**src/rtl/matrix3_window_scheduler.sv**
```systemverilog
// Write/read sequencer for a 3-row frame buffer feeding a 3x3 window stage.
// Optional MATRIX3_WINDOW_SCHEDULER_STATS_EN adds window and frame counters.
module matrix3_window_scheduler #(
  parameter int P_FRAME_COLUMNS = 640,
  parameter int P_FRAME_ROWS    = 480,
  parameter int P_READ_LATENCY  = 1,
  localparam int P_COLUMN_BITS  = $clog2(P_FRAME_COLUMNS),
  localparam int P_ROW_BITS     = $clog2(P_FRAME_ROWS)
) (
  input  logic                     I_CLK,
  input  logic                     I_RESET,
  input  logic                     I_ENABLE,
  input  logic                     I_VSYNC,
  input  logic                     I_PIXEL_STROBE,
  output logic                     O_WR_EN,
  output logic [P_COLUMN_BITS-1:0] O_WR_COL,
  output logic [1:0]               O_WR_BANK,
  output logic                     O_RD_EN,
  output logic [P_COLUMN_BITS-1:0] O_RD_COL,
  output logic [P_ROW_BITS-1:0]    O_RD_ROW,
  output logic                     O_WINDOW_VALID,
  output logic                     O_FRAME_DONE,
  output logic                     O_BUSY
`ifdef MATRIX3_WINDOW_SCHEDULER_STATS_EN
  ,
  output logic [31:0]              O_WINDOW_COUNT,
  output logic [15:0]              O_FRAME_COUNT
`endif
);

  typedef enum logic [1:0] {ST_IDLE, ST_FILL, ST_STREAM, ST_DRAIN} state_t;

  localparam logic [P_COLUMN_BITS-1:0] LAST_COL = P_COLUMN_BITS'(P_FRAME_COLUMNS - 1);
  localparam logic [P_ROW_BITS-1:0]    LAST_ROW = P_ROW_BITS'(P_FRAME_ROWS - 1);

  state_t                    state_q, state_d;
  logic [P_COLUMN_BITS-1:0]  col_q, col_d;
  logic [P_ROW_BITS-1:0]     row_q, row_d;
  logic [1:0]                bank_q, bank_d;
  logic                      wr_en_q, wr_en_d;
  logic [P_COLUMN_BITS-1:0]  wr_col_q, wr_col_d;
  logic [1:0]                wr_bank_q, wr_bank_d;
  logic                      rd_en_q, rd_en_d;
  logic [P_COLUMN_BITS-1:0]  rd_col_q, rd_col_d;
  logic [P_ROW_BITS-1:0]     rd_row_q, rd_row_d;
  logic [P_READ_LATENCY-1:0] rd_pipe_q, rd_pipe_d;
  logic                      window_valid_q, window_valid_d;
  logic                      frame_done_q, frame_done_d;
  logic                      busy_q, busy_d;
  logic [31:0]               window_count_q, window_count_d;
  logic [15:0]               frame_count_q, frame_count_d;

  always_comb begin
    state_d        = state_q;
    col_d          = col_q;
    row_d          = row_q;
    bank_d         = bank_q;
    wr_en_d        = 1'b0;
    wr_col_d       = wr_col_q;
    wr_bank_d      = wr_bank_q;
    rd_en_d        = 1'b0;
    rd_col_d       = rd_col_q;
    rd_row_d       = rd_row_q;
    rd_pipe_d      = rd_pipe_q;
    window_valid_d = 1'b0;
    frame_done_d   = 1'b0;
    window_count_d = window_count_q;
    frame_count_d  = frame_count_q;

    if (I_ENABLE) begin
      if (I_VSYNC) begin
        // Frame start, or abort of a frame in flight: nothing pending survives.
        state_d        = ST_FILL;
        col_d          = '0;
        row_d          = '0;
        bank_d         = '0;
        rd_pipe_d      = '0;
        window_count_d = '0;
      end else begin
        window_valid_d = rd_pipe_q[P_READ_LATENCY-1];
        case (state_q)
          ST_FILL, ST_STREAM: begin
            if (I_PIXEL_STROBE) begin
              wr_en_d   = 1'b1;
              wr_col_d  = col_q;
              wr_bank_d = bank_q;
              // Centre of a complete neighbourhood sits one row and one column back.
              if (row_q >= P_ROW_BITS'(2) && col_q >= P_COLUMN_BITS'(2)) begin
                rd_en_d  = 1'b1;
                rd_col_d = col_q - 1'b1;
                rd_row_d = row_q - 1'b1;
              end
              if (col_q == LAST_COL) begin
                col_d  = '0;
                row_d  = row_q + 1'b1;
                bank_d = (bank_q == 2'd2) ? 2'd0 : bank_q + 2'd1;
                if (state_q == ST_FILL && row_q == P_ROW_BITS'(1)) begin
                  state_d = ST_STREAM;
                end else if (state_q == ST_STREAM && row_q == LAST_ROW) begin
                  state_d = ST_DRAIN;
                end
              end else begin
                col_d = col_q + 1'b1;
              end
            end
          end
          ST_DRAIN: begin
            if (rd_pipe_q == '0) begin
              frame_done_d  = 1'b1;
              frame_count_d = frame_count_q + 16'd1;
              state_d       = ST_IDLE;
            end
          end
          default: ;
        endcase
        rd_pipe_d = (rd_pipe_q << 1) | P_READ_LATENCY'(rd_en_d);
        if (window_valid_d) begin
          window_count_d = window_count_q + 32'd1;
        end
      end
    end
    busy_d = (state_d != ST_IDLE);
  end

  always_ff @(posedge I_CLK or negedge I_RESET) begin
    if (!I_RESET) begin
      state_q        <= ST_IDLE;
      col_q          <= '0;
      row_q          <= '0;
      bank_q         <= '0;
      wr_en_q        <= 1'b0;
      wr_col_q       <= '0;
      wr_bank_q      <= '0;
      rd_en_q        <= 1'b0;
      rd_col_q       <= '0;
      rd_row_q       <= '0;
      rd_pipe_q      <= '0;
      window_valid_q <= 1'b0;
      frame_done_q   <= 1'b0;
      busy_q         <= 1'b0;
      window_count_q <= '0;
      frame_count_q  <= '0;
    end else begin
      state_q        <= state_d;
      col_q          <= col_d;
      row_q          <= row_d;
      bank_q         <= bank_d;
      wr_en_q        <= wr_en_d;
      wr_col_q       <= wr_col_d;
      wr_bank_q      <= wr_bank_d;
      rd_en_q        <= rd_en_d;
      rd_col_q       <= rd_col_d;
      rd_row_q       <= rd_row_d;
      rd_pipe_q      <= rd_pipe_d;
      window_valid_q <= window_valid_d;
      frame_done_q   <= frame_done_d;
      busy_q         <= busy_d;
      window_count_q <= window_count_d;
      frame_count_q  <= frame_count_d;
    end
  end

  assign O_WR_EN        = wr_en_q;
  assign O_WR_COL       = wr_col_q;
  assign O_WR_BANK      = wr_bank_q;
  assign O_RD_EN        = rd_en_q;
  assign O_RD_COL       = rd_col_q;
  assign O_RD_ROW       = rd_row_q;
  assign O_WINDOW_VALID = window_valid_q;
  assign O_FRAME_DONE   = frame_done_q;
  assign O_BUSY         = busy_q;

`ifdef MATRIX3_WINDOW_SCHEDULER_STATS_EN
  assign O_WINDOW_COUNT = window_count_q;
  assign O_FRAME_COUNT  = frame_count_q;
`else
  logic unused_stats;
  assign unused_stats = ^{window_count_q, frame_count_q};
`endif

endmodule

```
**config.mk**
```make
export PLATFORM = sky130hd
export DESIGN_NAME = matrix3_window_scheduler
export DESIGN_NICKNAME = d
export VERILOG_FILES = /design/src/rtl/matrix3_window_scheduler.sv
export SDC_FILE = /design/constraint.sdc
export NUM_CORES = 1
export LEC_CHECK = 0
export CORE_MARGIN = 2
export CORE_UTILIZATION = 46
export DETAILED_ROUTE_END_ITERATION = 7
export PLACE_DENSITY = 0.8
export SLEW_MARGIN = 20
export SYNTH_ARGS = -nofsm -noshare
export SYNTH_HDL_FRONTEND = slang
export SYNTH_SLANG_ARGS = --single-unit
```
**constraint.sdc**
```tcl
create_clock -name I_CLK -period 4.5 [get_ports I_CLK]
set_input_delay 0.9 -clock I_CLK [delete_from_list [all_inputs] [get_ports I_CLK]]
set_output_delay 0.9 -clock I_CLK [all_outputs]
set_load 0.005 [all_outputs]
```
* After elaboration in Yosys (flattened, before gate mapping)
Cells that the tools add are included.
Word-level totals: output and inout bits 36, bits of input ports 5, register bits 60
Cells by class: bitwise operators 1, $add $sub $neg 5, equal/unequal tests 7, order comparisons 2, muxes and demuxes 36, reduce and logical (&&, ||, !) cells 12
Operator list (number):
- 10-bit two-way mux | 4
- 9-bit two-way mux | 4
- 2-bit two-way mux | 12
- 1-bit two-way mux | 15
- 10-bit by 1-bit adder with 10-bit output, second input constant | 1
- 10-bit == test, second input constant | 1
- 10-bit by 2-bit >= comparator with 1-bit output, second input constant | 1
- 10-bit by 1-bit subtractor with 10-bit output, second input constant | 1
- 9-bit by 1-bit adder with 9-bit output, second input constant | 1
- 9-bit by 1-bit == test with 1-bit output, second input constant | 1
- 9-bit == test, second input constant | 1
- 9-bit by 2-bit >= comparator with 1-bit output, second input constant | 1
- 9-bit by 1-bit subtractor with 9-bit output, second input constant | 1
- 4-bit AND reduction | 2
- 2-bit nonzero test | 4
- 2-bit == test, second input constant | 3
- 5-bit AND reduction | 1
- 2-bit one-hot mux with 2 select lines | 1
- 1-bit logical AND | 3
- 3-bit AND reduction | 1
- 2-bit by 1-bit adder with 2-bit output, second input constant | 1
- 2-bit by 1-bit == test with 1-bit output, second input constant | 1
- 2-bit OR reduction | 1
- 1-bit inverter | 1

* Longest topological paths before layout
depth in word-level cells 10, mapped depth 9, depth with buffers taken out 7

* Worst setup path before layout
Ideal clock, no wire load.
kind input to register, start in I_ENABLE, end reg rd_col_q[2] (netlist: O_RD_COL[2]), required time 4.375 ns, path slack 1.901 ns, cell stages on the path 8, arrival 2.474 ns, cells stage by stage buf_2 nand2b_1 or2_2 clkbuf_1 a31oi_1 o41ai_4 buf_6 mux2_4
On the way: longest elaborated chain between the ends 1
RTL lines:
- start: declaration | RTL line 12 | input logic I_ENABLE,
- 5-bit AND reduction (no line)
- end signal: assignment | RTL line 152 | rd_col_q <= rd_col_d;
- end: declaration | RTL line 44 | logic [P_COLUMN_BITS-1:0] rd_col_q, rd_col_d;
No other way between the ends. A chain may end at the register's enable or synchronous reset.

* Worst setup path in the final report
start in I_VSYNC, end reg rd_col_q[9] (netlist: O_RD_COL[9])
On the way: longest elaborated chain between the ends 2
RTL lines:
- start: declaration | RTL line 13 | input logic I_VSYNC,
- 1-bit inverter (no line)
- 5-bit AND reduction (no line)
No other way between the ends.

==> out/metrics.csv <==
stage,metric,value,unit
timing,finalSetupViolCount,0,
timing,fin_crit,3.15,ns
clocking,postCtsSetupBuffers,0,
timing,rsz0062_at_grt,false,
pwr,power,1.73,mW
clocking,cts.clk_slew.worst_paths,0.06,ns
timing,fin_crit_sh,0.700,
floorplanning,placementRows,29,
synth,synth_top_family_by_area,simple AND/OR/NAND/NOR gates,
floorplanning,initial_core_util,0.479,
synth,ys.flop_type,dfrtp_1,
detailed_routing,wl_met2,2.69,mm
critical_path,path_depth,7,
detailed_routing,met1_length,3.06,mm
finish,drive_above_1_share,0.0965,
critical_path,start_kind,input pin,
placed_design,port_buffers,40,
synth,avgSynthCellArea,10.0,sq um
global_routing,antenna_found_initial,0,
synth,yosysSeqAreaShare,0.488,
floorplanning,ios,41,
detailed_routing,drtAntennaViolNets,0,
synth,ys_ff_latch,60,
clocking,clockRootBuffer,clkbuf_8,
pwr,ir_worst_vdd,228,uV
timing,fin_setup_tns,0,ns
min_path,hold_path.class,flop to flop,
synth,syn_inst,307,
synth,yosysTopAreaCellShare,0.488,
timing,worst-slew-pin-transition,0.817,ns
min_path,whs_path_depth,2,
placed_design,hpwl,4.35,mm
clocking,tritoncts,built,
clocking,worst_skew_pair.late_latency,0.34,ns
synth,synth_edf_count,0,
clocking,clock_sinks,60,
critical_path,cp.arrival,3.37,ns
synth,synthXorXnorAreaFrac,0.0598,
finish,diodes,0,
global_routing,grt_max_degree,39,
critical_path,critPathTopFamily,buffers and inverters,
critical_path,required,4.72,ns
clocking,cts_repair_resize_count,0,
global_routing,grt_pass1_vias,2245,
synth,synthMostInstantiatedCell,dfrtp_1,
synth,synth_commonest_cells,"60 x dfrtp_1, 53 x nand2_1, 23 x o21ai_0, 20 x nor2_1",
floorplanning,die_area,7350,sq um
detailed_routing,viasPerCell,5.45,
floorplanning,die_y,85.8,um
run_status,status,"finished, violations left",
synth,netlist.top_cell.by_area,dfrtp_1,
clocking,clock_path_buffers,2,
detailed_routing,routedWlPerCell,14.8,um
clocking,cts_hold_buffers,0,
timing,max_freq,318,MHz
detailed_routing,vias,2283,
run_status,violations,design-rule violations,
timing,worst_slack,1.35,ns
detailed_routing,routed_wl,6.19,mm
critical_path,max_stage_delay,0.65,ns
finish,fillCellCount,563,
timing,drv_slew,0,
synth,async_flop_share,1.00,
synth,synth_cell_types,41,
synth,synth_area_leaders,"dfrtp_1 49%, nand2_1 6.5%, mux2_4 4.9%, ha_1 4.5%, o21ai_0 3.7%",
synth,synth_adder_area_share,0.0448,
global_routing,grt_pass1_wl,11.0,mm
synth,synth_area,3070,sq um
detailed_routing,drc_errors,5,
critical_path,worstSetupPathType,input pin to flop,
pwr,power.density,473,nW/um^2
synth,muxShareOfSynthArea,0.0842,
critical_path,crit_slowest_cell,clkdlybuf4s50_1,
placed_design,gp_congestion,0.844,
detailed_routing,drt_iter0_markers,167,
synth,synthSimpleGateAreaFrac,0.186,
detailed_routing,drt-pass1-iter-count,8,
detailed_routing,wl_met3,222,um
finish,num-nets-final,355,
clocking,htreeDepth,3,
synth,synthesis.nets,323,
timing,finalClockSkew,0.00624,ns
critical_path,cp_max_fo,21,
synth,yosys_warnings,0,
global_routing,grt_overflow,0,
global_routing,grtUsageTotal,0.192,
synth,synth_compound_area_frac,0.0863,
timing,finalHoldViolations,0,
pwr,leakage,1.71,nW
floorplanning,core,6420,sq um
clocking,numCtsBuffers,9,
critical_path,path_cells,"clkdlybuf4s50_1, nand2b_1, or2_2, a31oi_1, o41ai_4, buf_4, mux2_1",
finish,area_growth,19.2,%
placed_design,dp_worst_setup_slack,1.00,ns
critical_path,cp-end-kind,flop,
critical_path,reg2reg_depth,5,
critical_path,path_buf_inv,2,
floorplanning,die_x,85.8,um
timing,maxSlewHeadroom,0.455,
detailed_routing,top_layer_used,met4,
run,cap_violations,0,
## worst min-delay path, delay by kind of cell, from the launching register on
family | cells | cell delay (ns)
flops | 1 | 0.34
simple gates | 2 | 0.11
## power by group
part / total [mW] / switching [mW] / leakage, nW / internal (mW)
clock network: 0.478 / 0.199 / 0.0983 / 0.279
logic: 0.517 / 0.193 / 0.843 / 0.325
registers: 0.736 / 0.0846 / 0.765 / 0.651
## final cells by class
| cell class | instances | area [sq um] | share of cell area |
|---|---|---|---|
| flip-flops and latches | 60 | 1500 | 0.410 |
| clock inverters | 2 | 35.0 | 0.00956 |
| clock buffers | 12 | 155 | 0.0423 |
| inverters | 13 | 48.8 | 0.0133 |
| well taps | 77 | 96.3 | 0.0263 |
| repair buffers | 42 | 410 | 0.112 |
| multi-input cells | 213 | 1420 | 0.387 |
## final timing paths
path,start,to,slack (ns)
setup / recovery,I_VSYNC,O_RD_COL[9],1.35
hold / removal,O_WR_COL[6],O_WR_COL[6],0.48
setup reg to reg,row_q[5],O_RD_COL[0],2.03
hold reg to reg,O_WR_COL[6],O_WR_COL[6],0.48
max in group asynchronous,I_RESET,col_q[6],3.04
min in group asynchronous,I_RESET,O_WINDOW_VALID,0.66
## kinds of logic after synthesis
logic type                 count (synthesis)
AOI/OAI and AO/OA                         42
xor gates and xnor gates                  21
adders and majority gates                 11
buffers and inverters                     34
DFF                                       60
muxes                                     20
and+or+nand+nor                          119
## layer usage
layer  vias up  global-route usage
met5         -                   0
met4         0               0.111
met3        17              0.0269
met2        62               0.286
met1      1094               0.271
li1       1110                   -
## layout by cell type, fill, tap and decap left out, types with 2 or more instances in the layout
cell type and count:
nand4_1 7, inv_1 13, nor3b_1 2, a31oi_1 4
mux2i_1 3, clkbuf_8 11, mux2_1 5, o21ai_0 23
xnor2_1 8, a21oi_1 6, and3_1 4, nand3_1 4
nand2b_1 6, or3_1 2, nor2b_1 2, buf_4 2
clkdlybuf4s50_1 39, nor3_1 7, mux2_2 2, nor2_1 20
nor4_1 5, mux2_4 10, o31ai_1 2, nand2_1 53
ha_1 11, xor2_1 13, dfrtp_1 60
## state kept, by name, summed over array words and instances, names as in the netlist, 2 cells and up
signal / cells
O_RD_ROW: 9
row_q: 9
O_WR_BANK: 2
O_WR_COL: 10
col_q: 10
state_q: 2
O_RD_COL: 10
bank_q: 2
## stage by stage
step	cells	utilization	hold slack, ns	area, sq um
after global routing	419	0.570	0.504	3660
after floorplan	307	-	0.452	3070
after global placement	405	0.541	0.471	3470
after detailed placement	405	0.541	0.468	3470
after CTS	419	0.570	0.487	3660
final	419	0.570	0.483	3660
No activity file was read; power rests on OpenSTA's default activity.
